### config.mk
export PLATFORM = sky130hd
export DESIGN_NAME = cluster_ce
export DESIGN_NICKNAME = d
export VERILOG_FILES = /design/src/rtl/cluster_pkg.sv /design/src/rtl/cluster_ce_key_sel.sv /design/src/rtl/cluster_ce.sv
export SDC_FILE = /design/constraint.sdc
export NUM_CORES = 1
export LEC_CHECK = 0
export CELL_PAD_IN_SITES_DETAIL_PLACEMENT = 1
export CELL_PAD_IN_SITES_GLOBAL_PLACEMENT = 2
export CORE_MARGIN = 1.5
export CORE_UTILIZATION = 26
export DETAILED_ROUTE_END_ITERATION = 8
export PLACE_DENSITY_LB_ADDON = 0.1
export SYNTH_ARGS = -nofsm -noshare
export SYNTH_HDL_FRONTEND = slang
export SYNTH_SLANG_ARGS = --single-unit
### constraint.sdc
create_clock -name clk -period 2.85 [get_ports clk]
set_input_delay 0.4275 -clock clk [delete_from_list [all_inputs] [get_ports clk]]
set_output_delay 0.4275 -clock clk [all_outputs]
set_load 0.1 [all_outputs]
### src/rtl/cluster_pkg.sv
// cluster_pkg: shared widths, axis encodings and switch codes for the kd-tree cluster compare element.
package cluster_pkg;
    localparam int DIM_W    = 8;
    localparam int DIM      = 3;
    localparam int CENTER_W = DIM * DIM_W;
    localparam int AXIS_W   = 2;
    localparam logic [AXIS_W-1:0] AX_X = 2'd0;
    localparam logic [AXIS_W-1:0] AX_Y = 2'd1;
    localparam logic [AXIS_W-1:0] AX_Z = 2'd2;
    localparam logic [2:0] SW_NONE  = 3'b000;
    localparam logic [2:0] SW_LEFT  = 3'b110;
    localparam logic [2:0] SW_RIGHT = 3'b011;
endpackage

### src/rtl/cluster_ce_key_sel.sv
// cluster_ce_key_sel: picks the coordinate of a packed {X,Y,Z} center used as the sort key.
module cluster_ce_key_sel
    import cluster_pkg::*;
(
    input  logic [CENTER_W-1:0] i_center,
    input  logic [AXIS_W-1:0]   i_axis,
    output logic [DIM_W-1:0]    o_key
);
    // Axis 3 is unused and falls back to X.
    assign o_key = (i_axis == AX_Y) ? i_center[2*DIM_W-1:DIM_W] :
                   (i_axis == AX_Z) ? i_center[DIM_W-1:0] :
                                      i_center[3*DIM_W-1:2*DIM_W];
endmodule

### src/rtl/cluster_ce.sv
// cluster_ce: kd-tree node compare element; registered swap decision and reordered centers.
// Define CLUSTER_CE_ROTATE_EN to fully order the enabled triple in one evaluation.
module cluster_ce
    import cluster_pkg::*;
(
    input  logic                clk,
    input  logic                rst,
    input  logic                en,
    input  logic                sorting,
    input  logic                left_en,
    input  logic                right_en,
    input  logic [CENTER_W-1:0] left,
    input  logic [CENTER_W-1:0] parent,
    input  logic [CENTER_W-1:0] right,
    input  logic [CENTER_W-1:0] point_in,
    input  logic [AXIS_W-1:0]   axis,
    output logic                stable,
    output logic                left_switch,
    output logic                parent_switch,
    output logic                right_switch,
    output logic                go_left,
    output logic [CENTER_W-1:0] new_left,
    output logic [CENTER_W-1:0] new_parent,
    output logic [CENTER_W-1:0] new_right
);
    logic [DIM_W-1:0]    w_kl, w_kp, w_kr, w_kq;
    logic [CENTER_W-1:0] w_nl, w_np, w_nr;
    logic [2:0]          w_sw;
    logic                r_stable, r_go_left;
    logic [2:0]          r_sw;
    logic [CENTER_W-1:0] r_nl, r_np, r_nr;

    cluster_ce_key_sel u_kl (.i_center(left),     .i_axis(axis), .o_key(w_kl));
    cluster_ce_key_sel u_kp (.i_center(parent),   .i_axis(axis), .o_key(w_kp));
    cluster_ce_key_sel u_kr (.i_center(right),    .i_axis(axis), .o_key(w_kr));
    cluster_ce_key_sel u_kq (.i_center(point_in), .i_axis(axis), .o_key(w_kq));

`ifdef CLUSTER_CE_ROTATE_EN
    logic [CENTER_W-1:0] w_a, w_b, w_c;
    logic [DIM_W-1:0]    w_ka, w_kb, w_kc;
    // Three strict compare-exchanges; a disabled child's compares are skipped so its slot never moves.
    always_comb begin
        {w_a, w_b, w_c}    = {left, parent, right};
        {w_ka, w_kb, w_kc} = {w_kl, w_kp, w_kr};
        if (left_en && w_ka > w_kb) begin
            {w_a, w_b}   = {w_b, w_a};
            {w_ka, w_kb} = {w_kb, w_ka};
        end
        if (right_en && w_kb > w_kc) begin
            {w_b, w_c}   = {w_c, w_b};
            {w_kb, w_kc} = {w_kc, w_kb};
        end
        if (left_en && w_ka > w_kb) begin
            {w_a, w_b}   = {w_b, w_a};
            {w_ka, w_kb} = {w_kb, w_ka};
        end
        w_nl = sorting ? w_a : left;
        w_np = sorting ? w_b : parent;
        w_nr = sorting ? w_c : right;
        w_sw = sorting ? {w_a != left, w_b != parent, w_c != right} : SW_NONE;
    end
`else
    logic w_lp, w_pr;
    // Left/parent swap wins when both pairs are out of order.
    always_comb begin
        w_lp = sorting & left_en & (w_kl > w_kp);
        w_pr = sorting & right_en & (w_kp > w_kr);
        w_nl = w_lp ? parent : left;
        w_np = w_lp ? left : w_pr ? right : parent;
        w_nr = (!w_lp && w_pr) ? parent : right;
        w_sw = w_lp ? SW_LEFT : w_pr ? SW_RIGHT : SW_NONE;
    end
`endif

    always_ff @(posedge clk or posedge rst) begin
        if (rst) begin
            r_stable  <= 1'b0;
            r_go_left <= 1'b0;
            r_sw      <= SW_NONE;
            r_nl      <= '0;
            r_np      <= '0;
            r_nr      <= '0;
        end else if (en) begin
            r_stable  <= (w_sw == SW_NONE);
            r_go_left <= !sorting && (w_kq <= w_kp);
            r_sw      <= w_sw;
            r_nl      <= w_nl;
            r_np      <= w_np;
            r_nr      <= w_nr;
        end
    end

    assign stable = r_stable;
    assign go_left = r_go_left;
    assign {left_switch, parent_switch, right_switch} = r_sw;
    assign new_left = r_nl;
    assign new_parent = r_np;
    assign new_right = r_nr;
endmodule

# ---- Yosys cells after proc, flatten, opt, wreduce, memory -nomap -nowiden
# Index checks and enable logic that the tools add are counted.
dict set report totals {
  regBits 77
  input_bits 104
  word_cells 34
  output_inout_bits 77
}
dict set report op_classes {
  mux 14
  n_eq_ne 2
  n_lt_le_gt_ge 3
  n_bitwise 4
  reduce_logical 5
}
# op n
set op_table {}
lappend op_table {{24-bit two-way mux} 4}
lappend op_table {{8-bit two-way mux} 8}
lappend op_table {{8-bit > comparator} 2}
lappend op_table {{8-bit <= comparator} 1}
lappend op_table {{1-bit bitwise AND} 4}
lappend op_table {{3-bit logical NOT} 1}
lappend op_table {{3-bit two-way mux} 1}
lappend op_table {{2-bit by 1-bit equality test with 1-bit output, second input constant} 1}
lappend op_table {{2-bit equality test, second input constant} 1}
lappend op_table {{1-bit logical AND} 2}
lappend op_table {{1-bit logical NOT} 2}
lappend op_table {{2-bit two-way mux} 1}

# ---- Longest topological paths before layout
dict set report depth {
  depth_word 8
  ltp_mapped 16
  mapped_depth_nobuf 12
}

# ---- By module
# From an unflattened synthesis, not the netlist that was laid out.
dict set report hier_totals {
  cells_unflattened 603
  area_unflattened_um2 5467.7
}
# mod seq_area_each_um2 area_per_inst_um2 cells_each instances
set modules_own_cells {}
lappend modules_own_cells {cluster_ce 1926.8 4361.7 495 1}
lappend modules_own_cells {cluster_ce_key_sel 0.0 276.5 27 4}

# ---- Worst setup path before layout
# Ideal clock, no wire load.
dict set report synth_path {
  path_type {input -> register}
  start {input axis[0]}
  end {register r_nr[10] (netlist: new_right[10])}
  setup_slack_ps -553
  path_stages 14
  n_path_buf 4
  t_arrival_ps 3266
  setup_time_ps 137
  required_time_ps 2713
  path_cell_list {xor2_2 > clkbuf_1 > clkbuf_1 > o22a_1 > o21ai_0 > ha_1 > nand3_1 > or2_2 > o21a_1 > a2111o_1 > buf_4 > buf_6 > mux2i_1 > a21oi_1}
}
dict set report synth_between {
  elab_chain_cells 8
  word_cells_on_any_way 15
}
# item line_no
set synth_lines {}
lappend synth_lines {{start, declared} cluster_ce.sv:16} ;# input logic [AXIS_W-1:0] axis,
lappend synth_lines {{2-bit equality test} cluster_ce_key_sel.sv:11} ;# (i_axis == AX_Z) ? i_center[DIM_W-1:0] :
lappend synth_lines {{8-bit two-way mux} cluster_ce_key_sel.sv:11}
lappend synth_lines {{8-bit two-way mux} cluster_ce_key_sel.sv:10} ;# assign o_key = (i_axis == AX_Y) ? i_center[2*DIM_W-1:DIM_W] :
lappend synth_lines {{8-bit > comparator} cluster_ce.sv:66} ;# w_lp = sorting & left_en & (w_kl > w_kp);
lappend synth_lines {{1-bit bitwise AND} cluster_ce.sv:66}
lappend synth_lines {{1-bit logical NOT} cluster_ce.sv:70} ;# w_nr = (!w_lp && w_pr) ? parent : right;
lappend synth_lines {{1-bit logical AND (*)} cluster_ce.sv:70}
lappend synth_lines {{24-bit two-way mux (*)} cluster_ce.sv:70}
lappend synth_lines {{end signal, assigned} cluster_ce.sv:89} ;# r_nr <= w_nr;
lappend synth_lines {{end, declared} cluster_ce.sv:31} ;# logic [CENTER_W-1:0] r_nl, r_np, r_nr;
# Mark *: on every way between the ends. The rest lies on a longest branch, timed or not.
# A chain may end at the register's enable or synchronous reset.

# ---- Worst setup path in the final report
dict set report layout_path {
  start {input axis[0]}
  end {register r_nr[8] (netlist: new_right[8])}
}
# Same word-level chain as after synthesis.

==> results.tsv <==
metric	value	unit
syn nets	695	
H-tree depth	3	
ranking of synthesized cells by area	dfrtp_1, nor2_1, ha_1, mux2i_1, nand2_1	
num ports	181	
worst ir drop on vdd	0.271	mV
final std cells w/o fill	1126	
clock transition at the registers of the reported paths	0.06	ns
drt wl/cell	22.2	um
gpl congestion	0.820	
Syn Std Cell Area	4920	sq um
Hold WC Path Type	flop to flop	
critical path data arrival time	3.29	ns
most frequent cell after synthesis	nor2_1	
max frequency	0.324	GHz
worst path required time	3.05	ns
Final setup viols	77	
Area growth syn-to-layout	82.9	%
Syn Area/Cell	8.65	sq um
core area	18600	sq um
Post-DRT Antenna Nets	0	
pins over their slew limit	0	
total CTS buffers	9	
synth warn	0	
Remaining DRCs	0	
EDFF count, synth	0	
initial antenna violation count	0	
startpoint types	input port	
Worst Hold Launch	stable	
Iter 0 DRT Violations	363	
Post-Route WL	24900	um
first-pass GRT wire length	36200	um
fin worst setup slack	-0.235	ns
hold_buf cts	0	
Port-buffer cells	180	
Clock Sink Count	77	
Remaining Overflow, GRT	0	
RSZ-0062 raised after global routing	yes	
TNS Setup	-10.92	ns
FF+latch count, synth	77	
clock latency on the worst-skew pair	0.34	ns
Final min period	3.08	ns
Slew headroom	44.0	%
area leader, netlist	dfrtp_1	
main flop type after synthesis	dfrtp_1	
Crit. End Element	flop	
layout cells sized above 1	37.9	%
Nets	1013	
critical path type	input port to flop	
Root Driver	clkbuf_16	
GRT Total Usage	24.5	%
via count	5864	
unique cell type count in the Yosys netlist	47	
# rows	50	
final core occ	48.3	%
Worst Clk Skew	0	ns
Leak	4.09	nW
Critical path origin	axis[0]	
drt pass-1 iters	4	
Die Ht	141	um
Die Span X	141	um
largest fanout on the critical path	7	
Longest Clk Path Bufs	2	
Post-Place Cells	1069	
period utilisation layout	108	%
Synth top cells by count	nor2_1, dfrtp_1, nand2_1	
largest net degree at the start of global routing	60	
number of antenna diodes	0	
slew of the pin with the lowest slew margin	0.839	ns
run status	finished with violations	
number of max-cap violations	0	
failing checks	setup timing	
pwr/cell area	615	nW/um^2
Syn Inst Count	569	
starting density of the core	26.4	%
final hold vios	0	
sequential cell area fraction in the yosys report	39.1	%
worst r2r src	new_parent[13]	
TritonCTS clock tree	yes	
vias in the first global route	5924	
area share of the largest cell type after synthesis	39.1	%
Die Area	19800	sq um
Vias per Instance	5.21	
hpwl dp	18100	um
async set-reset flop share out of synthesis	100	%
-- path summary, 6_finish.rpt --
check | end | slack [ns] | cells past startpoint
setup / recovery | new_right[8] | -0.23 | 16
hold / removal | stable | 0.50 | 1
setup reg to reg | new_parent[13] | 1.97 | 2
hold reg to reg | stable | 0.50 | 1
max in group asynchronous | new_right[16] | 1.62 | 3
min in group asynchronous | new_left[5] | 0.54 | 2
-- cell usage in the layout, fill, tap and decap left out, drive strengths merged, types with 11 or more instances in the layout --
cell type      count
a31oi             31
o21ai             34
o21a              12
clkbuf            15
buf              247
inv               12
a21oi             41
nand2             55
a22oi             17
ha                22
clkdlybuf4s50     93
o211ai            11
dfrtp             77
o22ai             14
nor2              81
mux2i             24
a211oi            12
o22a              15
-- cell families after synthesis --
group                      Yosys count  synth area share [%]
AOI/OAI and AO/OA                  223                  30.6
xor gates and xnor gates             3                 0.686
buffers and inverters               59                  5.34
adders and majority gates           23                  5.82
DFF                                 77                  39.1
muxes                               25                  5.11
and+or+nand+nor                    159                  13.3
-- metal layers --
metal  global-route usage [%]  vias to the layer above  routed length [um]
met5                        0                        -                   0
met4                     6.41                        0                 380
met3                     3.87                       23                1220
met2                     39.7                      188               11900
met1                     34.0                     2919               11500
li1                         -                     2734                   -
-- where the power goes --
group	total, W	internal [W]	switching, W
combinational	0.00304	0.00103	0.00201
sequential	0.00136	0.00125	0.000110
clock	0.00114	0.000639	0.000503
-- flip-flops by register name (all words and copies together) (netlist names) --
register / flops
go_left: 1
new_left: 24
new_parent: 24
new_right: 24
r_sw: 3
stable: 1
-- final cells by class --
cell class,instances,area [sq um]
flip-flops and latches,77,1930
clock inverters,5,32.5
well taps,234,293
multi-input cells,436,3190
clock buffers,11,253
repair buffers,351,3260
inverters,12,48.8
fillers,2130,9640
-- metrics by stage --
| step | setup WS, ns | hold WS (ns) | total power [W] | area, sq um |
|---|---|---|---|---|
| floorplan | -0.0634 | 0.526 | 0.00311 | 5040 |
| global placement | -1.31 | 0.467 | 0.00405 | 7770 |
| detailed placement | -1.34 | 0.483 | 0.00407 | 7770 |
| CTS | -0.214 | 0.502 | 0.00541 | 8590 |
| global route | -0.360 | 0.521 | 0.00575 | 9000 |
| finish | -0.235 | 0.496 | 0.00554 | 9000 |
-- critical path, cell delays in order --
cell and delay, ns:
buf_12 0.12, xor2_4 0.32, buf_6 0.17, o22ai_1 0.08, buf_4 0.14, nor2_2 0.13, ha_4 0.23, a21oi_1 0.16
nor2_1 0.08, a211oi_2 0.23, nand3_1 0.13, a2111o_2 0.51, buf_12 0.16, buf_12 0.14, mux2i_1 0.18, a21oi_1 0.08
-- timing repair --
| item | CTS | global route |
|---|---|---|
| endpoints found under the setup margin | 77 | 71 |
| endpoints found under the hold margin | 0 | 0 |
| cloned | 6 | 4 |
| pin swaps | 26 | 36 |
| resized for setup | 87 | 43 |
| buffers inserted | 18 | 17 |
No activity file was read; power rests on OpenSTA's default activity.
